**config.mk**
```make
export PLATFORM = sky130hd
export DESIGN_NAME = vector_buffer
export DESIGN_NICKNAME = d
export VERILOG_FILES = /design/src/rtl/vector_buffer_pkg.sv /design/src/rtl/vector_buffer_ram.sv /design/src/rtl/vector_buffer.sv
export SDC_FILE = /design/constraint.sdc
export NUM_CORES = 1
export LEC_CHECK = 0
export ABC_AREA = 0
export ABC_CLOCK_PERIOD_IN_PS = 13510
export CELL_PAD_IN_SITES_DETAIL_PLACEMENT = 0
export CELL_PAD_IN_SITES_GLOBAL_PLACEMENT = 1
export CORE_MARGIN = 2
export CORE_UTILIZATION = 55
export CTS_BUF_LIST = sky130_fd_sc_hd__clkbuf_2
export CTS_CLUSTER_DIAMETER = 40
export DETAILED_ROUTE_END_ITERATION = 12
export GPL_TIMING_DRIVEN = 0
export PLACE_DENSITY_LB_ADDON = 0.1
export SYNTH_ARGS = -nofsm -noshare
export SYNTH_HDL_FRONTEND = slang
export SYNTH_SLANG_ARGS = --single-unit
```
**constraint.sdc**
```tcl
create_clock -name clk -period 13.51 [get_ports clk]
set_input_delay 1.351 -clock clk [delete_from_list [all_inputs] [get_ports clk]]
set_output_delay 1.351 -clock clk [all_outputs]
set_load 0.005 [all_outputs]
```
**src/rtl/vector_buffer_pkg.sv**
```systemverilog
// Shared types for the vector_buffer slice: controller states and decoded commands.
package vector_buffer_pkg;

    typedef enum logic [1:0] {
        ST_IDLE         = 2'd0,
        ST_INSERT_SHIFT = 2'd1,
        ST_REMOVE_SHIFT = 2'd2
    } state_e;

    typedef enum logic [1:0] {
        CMD_NONE   = 2'd0,
        CMD_GET    = 2'd1,
        CMD_INSERT = 2'd2,
        CMD_REMOVE = 2'd3
    } cmd_e;

endpackage

```
**src/rtl/vector_buffer_ram.sv**
```systemverilog
// Element storage: one combinational read port and one synchronous write port.
module vector_buffer_ram #(
    parameter int DATA_WIDTH = 7,
    parameter int DATA_COUNT = 127,
    parameter int ADDR_WIDTH = 7
) (
    input  logic                  clk_i,
    input  logic                  we_i,
    input  logic [ADDR_WIDTH-1:0] waddr_i,
    input  logic [DATA_WIDTH-1:0] wdata_i,
    input  logic [ADDR_WIDTH-1:0] raddr_i,
    output logic [DATA_WIDTH-1:0] rdata_o
);

    // Contents are never reset; positions at or beyond the length are don't-care.
    logic [DATA_WIDTH-1:0] mem_q [DATA_COUNT];

    always_ff @(posedge clk_i) begin
        if (we_i) begin
            mem_q[waddr_i] <= wdata_i;
        end
    end

    assign rdata_o = mem_q[raddr_i];

endmodule

```
**src/rtl/vector_buffer.sv**
```systemverilog
// Ordered, length-tracked element store with positional insert/remove (tail shifted
// one element per cycle) and registered random-access read.
module vector_buffer
    import vector_buffer_pkg::*;
#(
    parameter  int DATA_WIDTH   = 7,
    parameter  int DATA_COUNT   = 127,
    localparam int INDEX_WIDTH  = $clog2(DATA_COUNT),
    localparam int LENGTH_WIDTH = $clog2(DATA_COUNT + 1)
) (
    input  logic                    clk,
    input  logic                    rst,
    input  logic [INDEX_WIDTH-1:0]  index,
    input  logic                    get,
    input  logic                    insert,
    input  logic                    remove,
    input  logic [DATA_WIDTH-1:0]   data_in,
    output logic [DATA_WIDTH-1:0]   data_out,
    output logic [LENGTH_WIDTH-1:0] length,
    output logic                    ready
);

    state_e                  state_q, state_d;
    logic [LENGTH_WIDTH-1:0] len_q, len_d;
    logic [DATA_WIDTH-1:0]   dout_q, dout_d;
    logic [INDEX_WIDTH-1:0]  ptr_q, ptr_d;
    logic [INDEX_WIDTH-1:0]  idx_q, idx_d;
    logic [DATA_WIDTH-1:0]   din_q, din_d;

    logic                    wr_en;
    logic [INDEX_WIDTH-1:0]  wr_addr;
    logic [DATA_WIDTH-1:0]   wr_data;
    logic [INDEX_WIDTH-1:0]  rd_addr;
    logic [DATA_WIDTH-1:0]   rd_data;

    cmd_e                    cmd;
    logic [LENGTH_WIDTH-1:0] index_ext;
    logic [LENGTH_WIDTH-1:0] ptr_inc;
    logic                    rem_ok, ins_ok, ins_last, rem_last;

    always_comb begin
        if (remove)      cmd = CMD_REMOVE;
        else if (insert) cmd = CMD_INSERT;
        else if (get)    cmd = CMD_GET;
        else             cmd = CMD_NONE;
    end

    assign index_ext = LENGTH_WIDTH'(index);
    assign ptr_inc   = LENGTH_WIDTH'(ptr_q) + LENGTH_WIDTH'(1);
    assign rem_ok    = (cmd == CMD_REMOVE) && (index_ext < len_q);
    assign ins_ok    = (cmd == CMD_INSERT) && (len_q < LENGTH_WIDTH'(DATA_COUNT))
                       && (index_ext <= len_q);
    // Insert walks ptr down from the old length; remove walks it up from the index.
    assign ins_last  = (ptr_q == idx_q);
    assign rem_last  = (ptr_inc >= len_q);

    always_ff @(posedge clk) begin
        if (rst) begin
            state_q <= ST_IDLE;
            len_q   <= '0;
            dout_q  <= '0;
        end else begin
            state_q <= state_d;
            len_q   <= len_d;
            dout_q  <= dout_d;
        end
    end

    always_ff @(posedge clk) begin
        ptr_q <= ptr_d;
        idx_q <= idx_d;
        din_q <= din_d;
    end

    always_comb begin
        state_d = state_q;
        case (state_q)
            ST_IDLE: begin
                if (rem_ok)      state_d = ST_REMOVE_SHIFT;
                else if (ins_ok) state_d = ST_INSERT_SHIFT;
            end
            ST_INSERT_SHIFT: if (ins_last) state_d = ST_IDLE;
            ST_REMOVE_SHIFT: if (rem_last) state_d = ST_IDLE;
            default:         state_d = ST_IDLE;
        endcase
    end

    always_comb begin
        len_d   = len_q;
        dout_d  = dout_q;
        ptr_d   = ptr_q;
        idx_d   = idx_q;
        din_d   = din_q;
        wr_en   = 1'b0;
        wr_addr = ptr_q;
        wr_data = rd_data;
        rd_addr = index;
        case (state_q)
            ST_IDLE: begin
                if (rem_ok) begin
                    ptr_d = index;
                end else if (ins_ok) begin
                    ptr_d = INDEX_WIDTH'(len_q);
                    idx_d = index;
                    din_d = data_in;
                end else if (cmd == CMD_GET) begin
                    dout_d = (index_ext < len_q) ? rd_data : '0;
                end
            end
            ST_INSERT_SHIFT: begin
                wr_en = 1'b1;
                if (ins_last) begin
                    wr_addr = idx_q;
                    wr_data = din_q;
                    len_d   = len_q + LENGTH_WIDTH'(1);
                end else begin
                    rd_addr = ptr_q - INDEX_WIDTH'(1);
                    ptr_d   = ptr_q - INDEX_WIDTH'(1);
                end
            end
            ST_REMOVE_SHIFT: begin
                if (rem_last) begin
                    len_d = len_q - LENGTH_WIDTH'(1);
                end else begin
                    wr_en   = 1'b1;
                    rd_addr = INDEX_WIDTH'(ptr_inc);
                    ptr_d   = INDEX_WIDTH'(ptr_inc);
                end
            end
            default: ;
        endcase
    end

    vector_buffer_ram #(
        .DATA_WIDTH (DATA_WIDTH),
        .DATA_COUNT (DATA_COUNT),
        .ADDR_WIDTH (INDEX_WIDTH)
    ) u_ram (
        .clk_i   (clk),
        .we_i    (wr_en),
        .waddr_i (wr_addr),
        .wdata_i (wr_data),
        .raddr_i (rd_addr),
        .rdata_o (rd_data)
    );

    assign data_out = dout_q;
    assign length   = len_q;
    assign ready    = (state_q == ST_IDLE);

endmodule

```
## Word level (Yosys, flattened, before mapping)

Memory sizes are Yosys's and may differ from the RTL's.
Index checks and enable logic that the tools add are counted.

| word-level totals | value |
|---|---|
| memories | 1 |
| logic and storage cells | 67 |
| output and inout port bits | 15 |
| bits of input ports | 19 |
| RAM bits | 889 |
| bits in registers | 37 |

Memory list:

| name | depth | bits a word | read ports | clocked after Yosys merged registers in | wr ports | line | text |
|---|---|---|---|---|---|---|---|
| u_ram.mem_q | 127 | 7 | 1 | 0 | 1 | vector_buffer_ram.sv:16 | `logic [DATA_WIDTH-1:0] mem_q [DATA_COUNT];` |

| operators by class | value |
|---|---|
| add/subtract/negate cells | 4 |
| order comparisons | 4 |
| bitwise gates (word level) | 2 |
| muxes and demuxes | 28 |
| equality and inequality tests | 11 |
| reductions and logical operators | 11 |

Operators by type and width:

| kind | count |
|---|---|
| $mux W7 | 13 |
| $pmux W7 S2 | 2 |
| $pmux W7 S3 | 1 |
| $add A7 B1 Y7 const B | 2 |
| $sub A7 B1 Y7 const B | 2 |
| $mux W2 | 6 |
| $reduce_and A3 Y1 | 3 |
| $ne A2 B2 Y1 const B | 4 |
| $reduce_and A4 Y1 | 2 |
| $eq A7 B7 Y1 | 1 |
| $ge A7 B7 Y1 | 1 |
| $le A7 B7 Y1 | 1 |
| $lt A7 B7 Y1 | 1 |
| $lt A7 B7 Y1 const B | 1 |
| $eq A2 B2 Y1 const B | 3 |
| $pmux W2 S3 | 1 |
| $eq A2 B1 Y1 const B | 2 |
| $mux W1 | 4 |
| $logic_and A1 B1 Y1 | 3 |
| $ne A3 B1 Y1 const B | 1 |
| $reduce_bool A3 Y1 | 1 |
| $logic_not A2 Y1 | 1 |
| $not A1 Y1 | 2 |
| $pmux W1 S2 | 1 |
| $reduce_bool A2 Y1 | 1 |

## Logic depth before layout (Yosys ltp)

Gate-level depths: netlist of run 1.

| logic depth | value |
|---|---|
| word-level depth | 9 |
| depth in mapped cells | 21 |
| depth with buffers taken out | 16 |

## Hierarchy

A second synthesis of run 1 with hierarchy kept.

| unflattened totals | value |
|---|---|
| cells, all modules | 1,939 |
| area total of the unflattened synthesis | 37,539.8 um^2 |

By module, submodules not included:

| module | times used | area an instance (um^2) | cells an instance | sequential area each (um^2) |
|---|---|---|---|---|
| vector_buffer_ram | 1 | 34,815.9 | 1,651 | 26,695.6 |
| vector_buffer | 1 | 2,723.9 | 288 | 950.9 |

## Least setup slack after synthesis of run 1

Ideal clock, no wire load.

| timing path | value |
|---|---|
| path type | register -> register |
| start point | register ptr_q[2] |
| end point | memory u_ram.mem_q[0][2], data pin |
| data arrival time | 8,662 ps |
| slack | 3,631 ps |
| setup time | 1,217 ps |
| period minus slack after synthesis | 9,879 ps |
| stages on the path, launching flop included | 19 |
| path buffers | 4 |
| required time | 12,293 ps |
| cell sequence | edfxtp_1 > buf_2 > and3_1 > nand3_1 > xnor2_1 > ha_1 > nand2_1 > o21ai_0 > a211oi_1 > buf_2 > a32o_1 > a21o_1 > buf_4 > buf_4 > mux2i_1 > mux4_2 > a211oi_2 > nor4_2 > o31ai_1 |

| on the way | value |
|---|---|
| longest elaborated chain between the ends | 7 |
| elaborated cells between the ends (all ways) | 10 |
| those cells by class | add/sub (2); order compare (1); eq/ne (1); mux (5); memory (1) |

Ends and longest elaborated chain:

| element | line | text |
|---|---|---|
| start, declared | vector_buffer.sv:26 | `logic [INDEX_WIDTH-1:0] ptr_q, ptr_d;` |
| start signal, assigned | vector_buffer.sv:70 | `ptr_q <= ptr_d;` |
| $add A7 B1 Y7 | vector_buffer.sv:49 | `assign ptr_inc = LENGTH_WIDTH'(ptr_q) + LENGTH_WIDTH'(1);` |
| $ge A7 B7 Y1 | vector_buffer.sv:55 | `assign rem_last = (ptr_inc >= len_q);` |
| $mux W7 | vector_buffer.sv:122 | `if (rem_last) begin` |
| $pmux W7 S2 | vector_buffer.sv:98 | `case (state_q)` |
| $mem_v2 Z127 W7 | - |  |
| $mux W7 | vector_buffer.sv:112 | `if (ins_last) begin` |
| $mux W7 (*) | vector_buffer.sv:98 |  |
| net u_ram.wdata_i[2] | vector_buffer_ram.sv:10 | `input logic [DATA_WIDTH-1:0] wdata_i,` |
| end, declared | vector_buffer_ram.sv:16 |  |

Mark *: on every way through the listed nets, which the timed path passes. The rest lies on a longest branch.

## Final worst setup path of run 1

| timing path | value |
|---|---|
| start point | register ptr_q[2] |
| end point | memory u_ram.mem_q[41][6], data pin |

The elaborated chain is that of the path after synthesis.

==> results.cfg, run 1 <==
[global_routing]
grt_pass1_wl_mm = 171
overflow = 0
antenna_found_initial = 6
grt_max_degree = 31
track_usage_pct = 34.4
grt_pass1_vias = 24800

[logic_synthesis]
synth_seq_area_share_pct = 73.0
synth.avg_cell_area_sq_um = 13.9
synth.cell_area_sq_mm = 0.0379
async_flop_share_pct = 0
synth_cell_types = 60
synth-edff-count = 910
synth_ff_type = edfxtp_1
syn_nets = 2769
synthCells = 2724
synth_seq_cells = 926
synth-warning-count = 0

[power]
ir_drop_mv = 0.0823
power.leakage_uw = 0.0148
power_density_mw_per_mm2 = 160

[critical_path]
r2r-end = u_ram.mem_q[41][6]$_DFFE_PP_
timing_worst_setup_path_type = reg2reg
cp-startpoint = ptr_q[2]$_DFFE_PP_
r2r_start = ptr_q[2]$_DFFE_PP_
crit_fanout = 24
cp.required_ps = 14620
reg2reg_depth = 21
r2r_setup_slack_ps = 5530
arrival_ps = 9090
crit_end = u_ram.mem_q[41][6]$_DFFE_PP_
startpoint_type = flop
critPathCaptureType = flop

[timing]
min_period_over_period_pct = 59.1
fmax_ghz = 0.125
drv_slew = 0
tns_ps = 0
hold_slack_ps = 475
setup_viol = 0
worst_slew_pin_slew_ps = 1400
setup_slack_ps = 5530
layout_min_cycle_time_ps = 7980
relSlewSlack_pct = 6.13
fin_skew_ps = 117
hold_violations = 0
rsz0062_at_grt = false

[cts]
hold_buffers = 0
cts_root_buf = clkbuf_2
clock_latency_ps = 1480
post_cts_buffers = 0
ctsHtreeMaxLevel = 4
path_clk_slew_ps = 100
clock-sinks = 926
cts_tree = done
cts_buffers = 223
cts_resized = 0
clk_path_buf_depth = 3

[die]
num_io_pins = 34
die_w_um = 266
die_height_um = 266
coreArea_sq_mm = 0.0683
initial_core_util_pct = 55.4
dieArea_sq_mm = 0.0709
rows = 96

[cells_and_area]
layout_commonest_cell = edfxtp_1
nNetsFinal = 3071
layout_common_cells = 910 x edfxtp_1, 468 x nand2_1, 335 x a21oi_1
fillers = 5296
area_delta_synth_final_pct = 11.4
drive_gt1_share_pct = 16.7
multi_input_area_sq_mm = 0.00945
regArea_sq_mm = 0.0276

[worst_hold_path]
hold_path_class = in2reg

[placement]
dpl.hpwl_mm = 87.3
post-place-ws_ps = 5770
io_buffers = 33
place.gp.congestion = 0.999

[route]
via_per_inst = 6.35
finalWirelength_mm = 122
vias = 25900
drcViolationCount = 0
initialDrtViolationCount = 3989
detail-route-antenna-nets = 0
first_pass_iters = 8
drt-wirelength-per-cell_um = 29.9

[run]
max_cap_violations = 0

[run_status]
status = completed
[cell usage after synthesis (all sizes together), types with 2 or more instances]
cell	number	area share, %
o221ai	3	0.069
o21ai	26	0.34
o2bb2ai	2	0.046
edfxtp	910	72
a32o	4	0.11
nor2b	11	0.18
a22o	10	0.23
mux2i	181	4.8
xnor2	10	0.23
buf	121	1.7
a21o	29	0.58
nand4	7	0.12
a311oi	7	0.16
a21oi	336	4.5
inv	16	0.16
nand2	469	4.7
ha	25	0.83
nand4b	2	0.046
nand3	32	0.42
a221oi	6	0.14
o22ai	68	1.1
nand2b	3	0.050
nor4	61	1.1
or3	2	0.033
o41a	5	0.15
nor3	29	0.38
a211oi	32	0.70
a22oi	21	0.43
and2	2	0.033
xor2	14	0.32
dfxtp	16	0.85
o2111ai	7	0.16
or2	6	0.099
clkbuf	51	0.51
a31oi	3	0.050
mux4	5	0.30
nor2	164	1.6
o31ai	15	0.30
[critical path: stages, from the launching register on]
cell	delay [ps]
edfxtp_1	450
buf_2	250
nand3_1	380
xnor2_1	520
ha_1	230
a21oi_1	60
o21ai_0	220
a211oi_1	110
buf_2	220
o21ba_1	230
a21oi_1	370
buf_2	330
clkbuf_1	760
mux2i_1	290
o22ai_1	120
o21ai_0	520
nand3_1	340
nor4_1	1230
o31ai_4	320
buf_8	270
buf_8	190
buf_16	170
[state kept, by name, indices dropped and copies added (netlist names)]
name and cells:
state_q 2, data_out 7, idx_q 7, din_q 7, ptr_q 7, u_ram.mem_q 889
length 7
[power breakdown]
part	switching [uW]	total [uW]	leakage (uW)	internal [uW]
Combinational	1050	1470	0.00493	420
Clock	1120	1810	0.00151	689
Sequential	9.19	3460	0.00832	3450
Total	2180	6730	0.0148	4560
[stage by stage]
stage | utilization (%) | total power, uW | std cells | instance area (sq um)
finish | 61.7 | 6730 | 4074 | 42200
global route | 61.7 | 6940 | 4074 | 42200
CTS | 61.7 | 6700 | 4070 | 42200
detailed placement | 58.8 | 4950 | 3683 | 40200
global placement | 57.5 | 4930 | 3639 | 39300
floorplan | - | 4260 | 2724 | 37900
[cells by family (layout without fill, tap and decap cells)]
group,after synthesis,count (layout),synth area share (%)
flip-flops,926,926,73.0
AND/OR/NAND/NOR,792,792,8.86
AO/OA/AOI/OAI,582,582,9.23
buffers and inverters,188,652,2.36
multiplexers,186,186,5.08
adder cells (fa/ha/maj),26,26,0.879
XOR/XNOR,24,24,0.555
other,0,4,0
[metal layers]
| layer | track usage [%] | wire length [um] | vias up |
|---|---|---|---|
| li1 | - | - | 11000 |
| met3 | 9.16 | 15100 | 260 |
| met1 | 46.7 | 46300 | 12800 |
| met5 | 0 | 13 | - |
| met4 | 15.1 | 4950 | 2 |
| met2 | 52.6 | 55500 | 1793 |
[cell type report]
| class | count | share of cell area [%] |
|---|---|---|
| sequential | 926 | 65.6 |
| clock buffer | 328 | 3.89 |
| clock inverter | 59 | 0.742 |
| timing repair buffer | 77 | 2.66 |
| antenna | 4 | 0.0237 |
| multi-input combinational | 1610 | 22.4 |
| inverter | 16 | 0.142 |
| tap | 882 | 2.62 |
| buffer | 172 | 1.98 |
[worst min path at each step]
stage                             start                        to  cells past startpoint
2_1_floorplan  data_out[0]$_SDFFE_PP0P_  data_out[0]$_SDFFE_PP0P_                      2
3_3_place_gp   data_out[0]$_SDFFE_PP0P_  data_out[0]$_SDFFE_PP0P_                      2
3_5_place_dp   data_out[2]$_SDFFE_PP0P_  data_out[2]$_SDFFE_PP0P_                      2
4_1_cts                      data_in[3]        din_q[3]$_DFFE_PP_                      1
5_1_grt                      data_in[3]        din_q[3]$_DFFE_PP_                      1
6_report                     data_in[3]        din_q[3]$_DFFE_PP_                      1
Note: power is estimated with default switching activity, not from simulation.
==> run 2, diff against run 1 <==
--- a/config.mk
+++ b/config.mk
@@ -6,11 +6,11 @@
 export NUM_CORES = 1
 export LEC_CHECK = 0
 export ABC_AREA = 0
-export ABC_CLOCK_PERIOD_IN_PS = 13510
+export ABC_CLOCK_PERIOD_IN_PS = 7000
 export CELL_PAD_IN_SITES_DETAIL_PLACEMENT = 0
 export CELL_PAD_IN_SITES_GLOBAL_PLACEMENT = 1
 export CORE_MARGIN = 2
-export CORE_UTILIZATION = 55
+export CORE_UTILIZATION = 50
 export CTS_BUF_LIST = sky130_fd_sc_hd__clkbuf_2
 export CTS_CLUSTER_DIAMETER = 40
 export DETAILED_ROUTE_END_ITERATION = 12
==> constraint.sdc (replaced) <==
create_clock -name clk -period 7 [get_ports clk]
set_input_delay 0.7 -clock clk [delete_from_list [all_inputs] [get_ports clk]]
set_output_delay 0.7 -clock clk [all_outputs]
set_load 0.005 [all_outputs]
==> run 2 against run 1 <==
Net effect: fmax up 15%; setup slack worse by 5500 ps; register-to-register slack worse by 5500 ps; combinational power up 100%; final area up 1.6%; critical endpoint is now u_ram.mem_q[63][2]$_DFFE_PP_; highest routed layer unchanged.
==> results.cfg, run 2 (synthesis results as in run 1) <==
[global_routing]
globalRouteMet1Util_pct = 43.9
grt_use_met2_pct = 49.0
grt_pass1_vias = 25100
busiest_layer = met2
met3_usage_pct = 8.67
antenna_found_initial = 7
grt_max_degree = 29
track_usage_pct = 32.3
overflow = 0
grt_pass1_wl_mm = 176

[die]
num_io_pins = 34
dieArea_sq_mm = 0.0779
initial_core_util_pct = 50.7
die_height_um = 279
coreArea_sq_mm = 0.0747
rows = 100
die_w_um = 279

[timing]
hold_violations = 0
layout_min_cycle_time_ps = 6960
setup_viol = 0
fin_skew_ps = 79.1
min_period_over_period_pct = 99.4
worst_slew_pin_slew_ps = 1350
hold_slack_ps = 141
drv_slew = 0
tns_ps = 0
fmax_ghz = 0.144
relSlewSlack_pct = 9.74
rsz0062_at_grt = false

[route]
detail-route-antenna-nets = 0
finalWirelength_mm = 125
vias = 25900
first_pass_iters = 8
initialDrtViolationCount = 3624
drcViolationCount = 0
via_per_inst = 6.17
drt-wirelength-per-cell_um = 29.9

[critical_path]
r2r_setup_slack_ps = 40
timing_worst_setup_path_type = reg2reg
r2r_start = ptr_q[2]$_DFFE_PP_
critPathCaptureType = flop
startpoint_type = flop
crit_end = u_ram.mem_q[63][2]$_DFFE_PP_
crit_chain = buf_2, nand3_1, xnor2_2, ha_1, a21oi_1, o21ai_0, a211oi_1, buf_2, o21ba_1, a21oi_1, buf_2, buf_2, mux2i_1, o22ai_1, nor4_1, a211oi_2, nor4_4, o31ai_4, buf_16, buf_16, buf_8, buf_8
cp-startpoint = ptr_q[2]$_DFFE_PP_
slowest_delay_ps = 920
r2r-end = u_ram.mem_q[63][2]$_DFFE_PP_
slowest_stage = nor4_1
arrival_ps = 8200
crit_fanout = 16
cp.required_ps = 8240
reg2reg_depth = 22
cpMostUsedCell = buf_2

[run_status]
status = completed

[placement]
dpl_cell_area_sq_mm = 0.0404
dpl.hpwl_mm = 90.0
io_buffers = 33
place.gp.congestion = 0.957
post-place-cells = 3773

[cells_and_area]
final_cells = 4190
largest_reg_flops = 889
layout_common_cells = 910 x edfxtp_1, 468 x nand2_1, 335 x a21oi_1
drive_gt1_share_pct = 17.3
layout_commonest_cell = edfxtp_1
top_register = u_ram.mem_q
area_delta_synth_final_pct = 13.2
nNetsFinal = 3098
fin_area_sq_mm = 0.0429

[cts]
ctsHtreeMaxLevel = 4
clk_path_buf_depth = 3
path_clk_slew_ps = 100
cts_root_buf = clkbuf_2
clock-sinks = 926
cts_tree = done
clock_latency_ps = 1550
cts_buffers = 224

[worst_hold_path]
hold_path_class = in2reg
hp-start = get

[power]
switching_share_pct = 32.6
power.leakage_uw = 0.0150
ir_drop_mv = 0.165
p_int_uw = 8880
combPwrFrac_pct = 22.7
power_density_mw_per_mm2 = 308
sequentialPowerShare_pct = 50.6
clkPwrFrac_pct = 26.6
total_switching_power_uw = 4300

[run]
max_cap_violations = 0
==> run 2: cell type report <==
cell class                      instances  area, sq um
Inverter                               16         60.1
Buffer                                171          860
Fill cell                            6136        31800
Clock buffer                          304         1520
Multi-Input combinational cell       1610         9620
Clock inverter                         83          443
Tap cell                              969         1210
Timing Repair Buffer                  104         1480
Antenna cell                            7         17.5
Sequential cell                       926        27600
==> run 2: worst min path at each step <==
stage | to | cells after the start
2_1_floorplan | data_out[0]$_SDFFE_PP0P_ | 2
3_3_place_gp | data_out[1]$_SDFFE_PP0P_ | 2
3_5_place_dp | data_out[1]$_SDFFE_PP0P_ | 2
4_1_cts | data_out[2]$_SDFFE_PP0P_ | 4
5_1_grt | data_out[6]$_SDFFE_PP0P_ | 4
6_report | data_out[6]$_SDFFE_PP0P_ | 4
==> run 2: routing by layer <==
layer	vias up	routed length (um)
met5	-	34
li1	11100	-
met2	1517	56400
met1	12900	49200
met3	302	13800
met4	4	5670
==> run 2: metrics by stage <==
stage / utilization (%) / setup WS [ps] / power (uW)
global route: 57.4 / 6.69 / 13600
CTS: 57.3 / 1.33 / 13100
global placement: 52.9 / -4120 / 9300
floorplan: - / 1170 / 8140
detailed placement: 54.1 / -994 / 9660
finish: 57.4 / 39.3 / 13200
==> run 2: power by group through the flow <==
stage / clock network (uW) / logic, uW / registers, uW
2_1_floorplan: 0 / 1280 / 6850
3_3_place_gp: 0 / 2350 / 6950
3_5_place_dp: 0 / 2860 / 6800
4_1_cts: 3540 / 2920 / 6670
5_1_grt: 3830 / 3110 / 6680
6_report: 3510 / 3000 / 6670
==> run 2: timing repair <==
action	in CTS	in global routing
pin swaps	6	1
setup buffers	8	1
hold buffers	15	0
endpoints found under the hold margin	20	0
endpoints found under the setup margin	785	230
gates resized for setup	30	31
cloned	0	0
==> run 2: critical path: cells and delay by family (launching register included) <==
family | cells | cell delay, ps
buffers and inverters | 8 | 1940
AND/OR/NAND/NOR | 3 | 1820
AO/OA/AOI/OAI | 8 | 1550
flip-flops | 1 | 440
XOR/XNOR | 1 | 430
multiplexers | 1 | 260
adder cells (fa/ha/maj) | 1 | 210
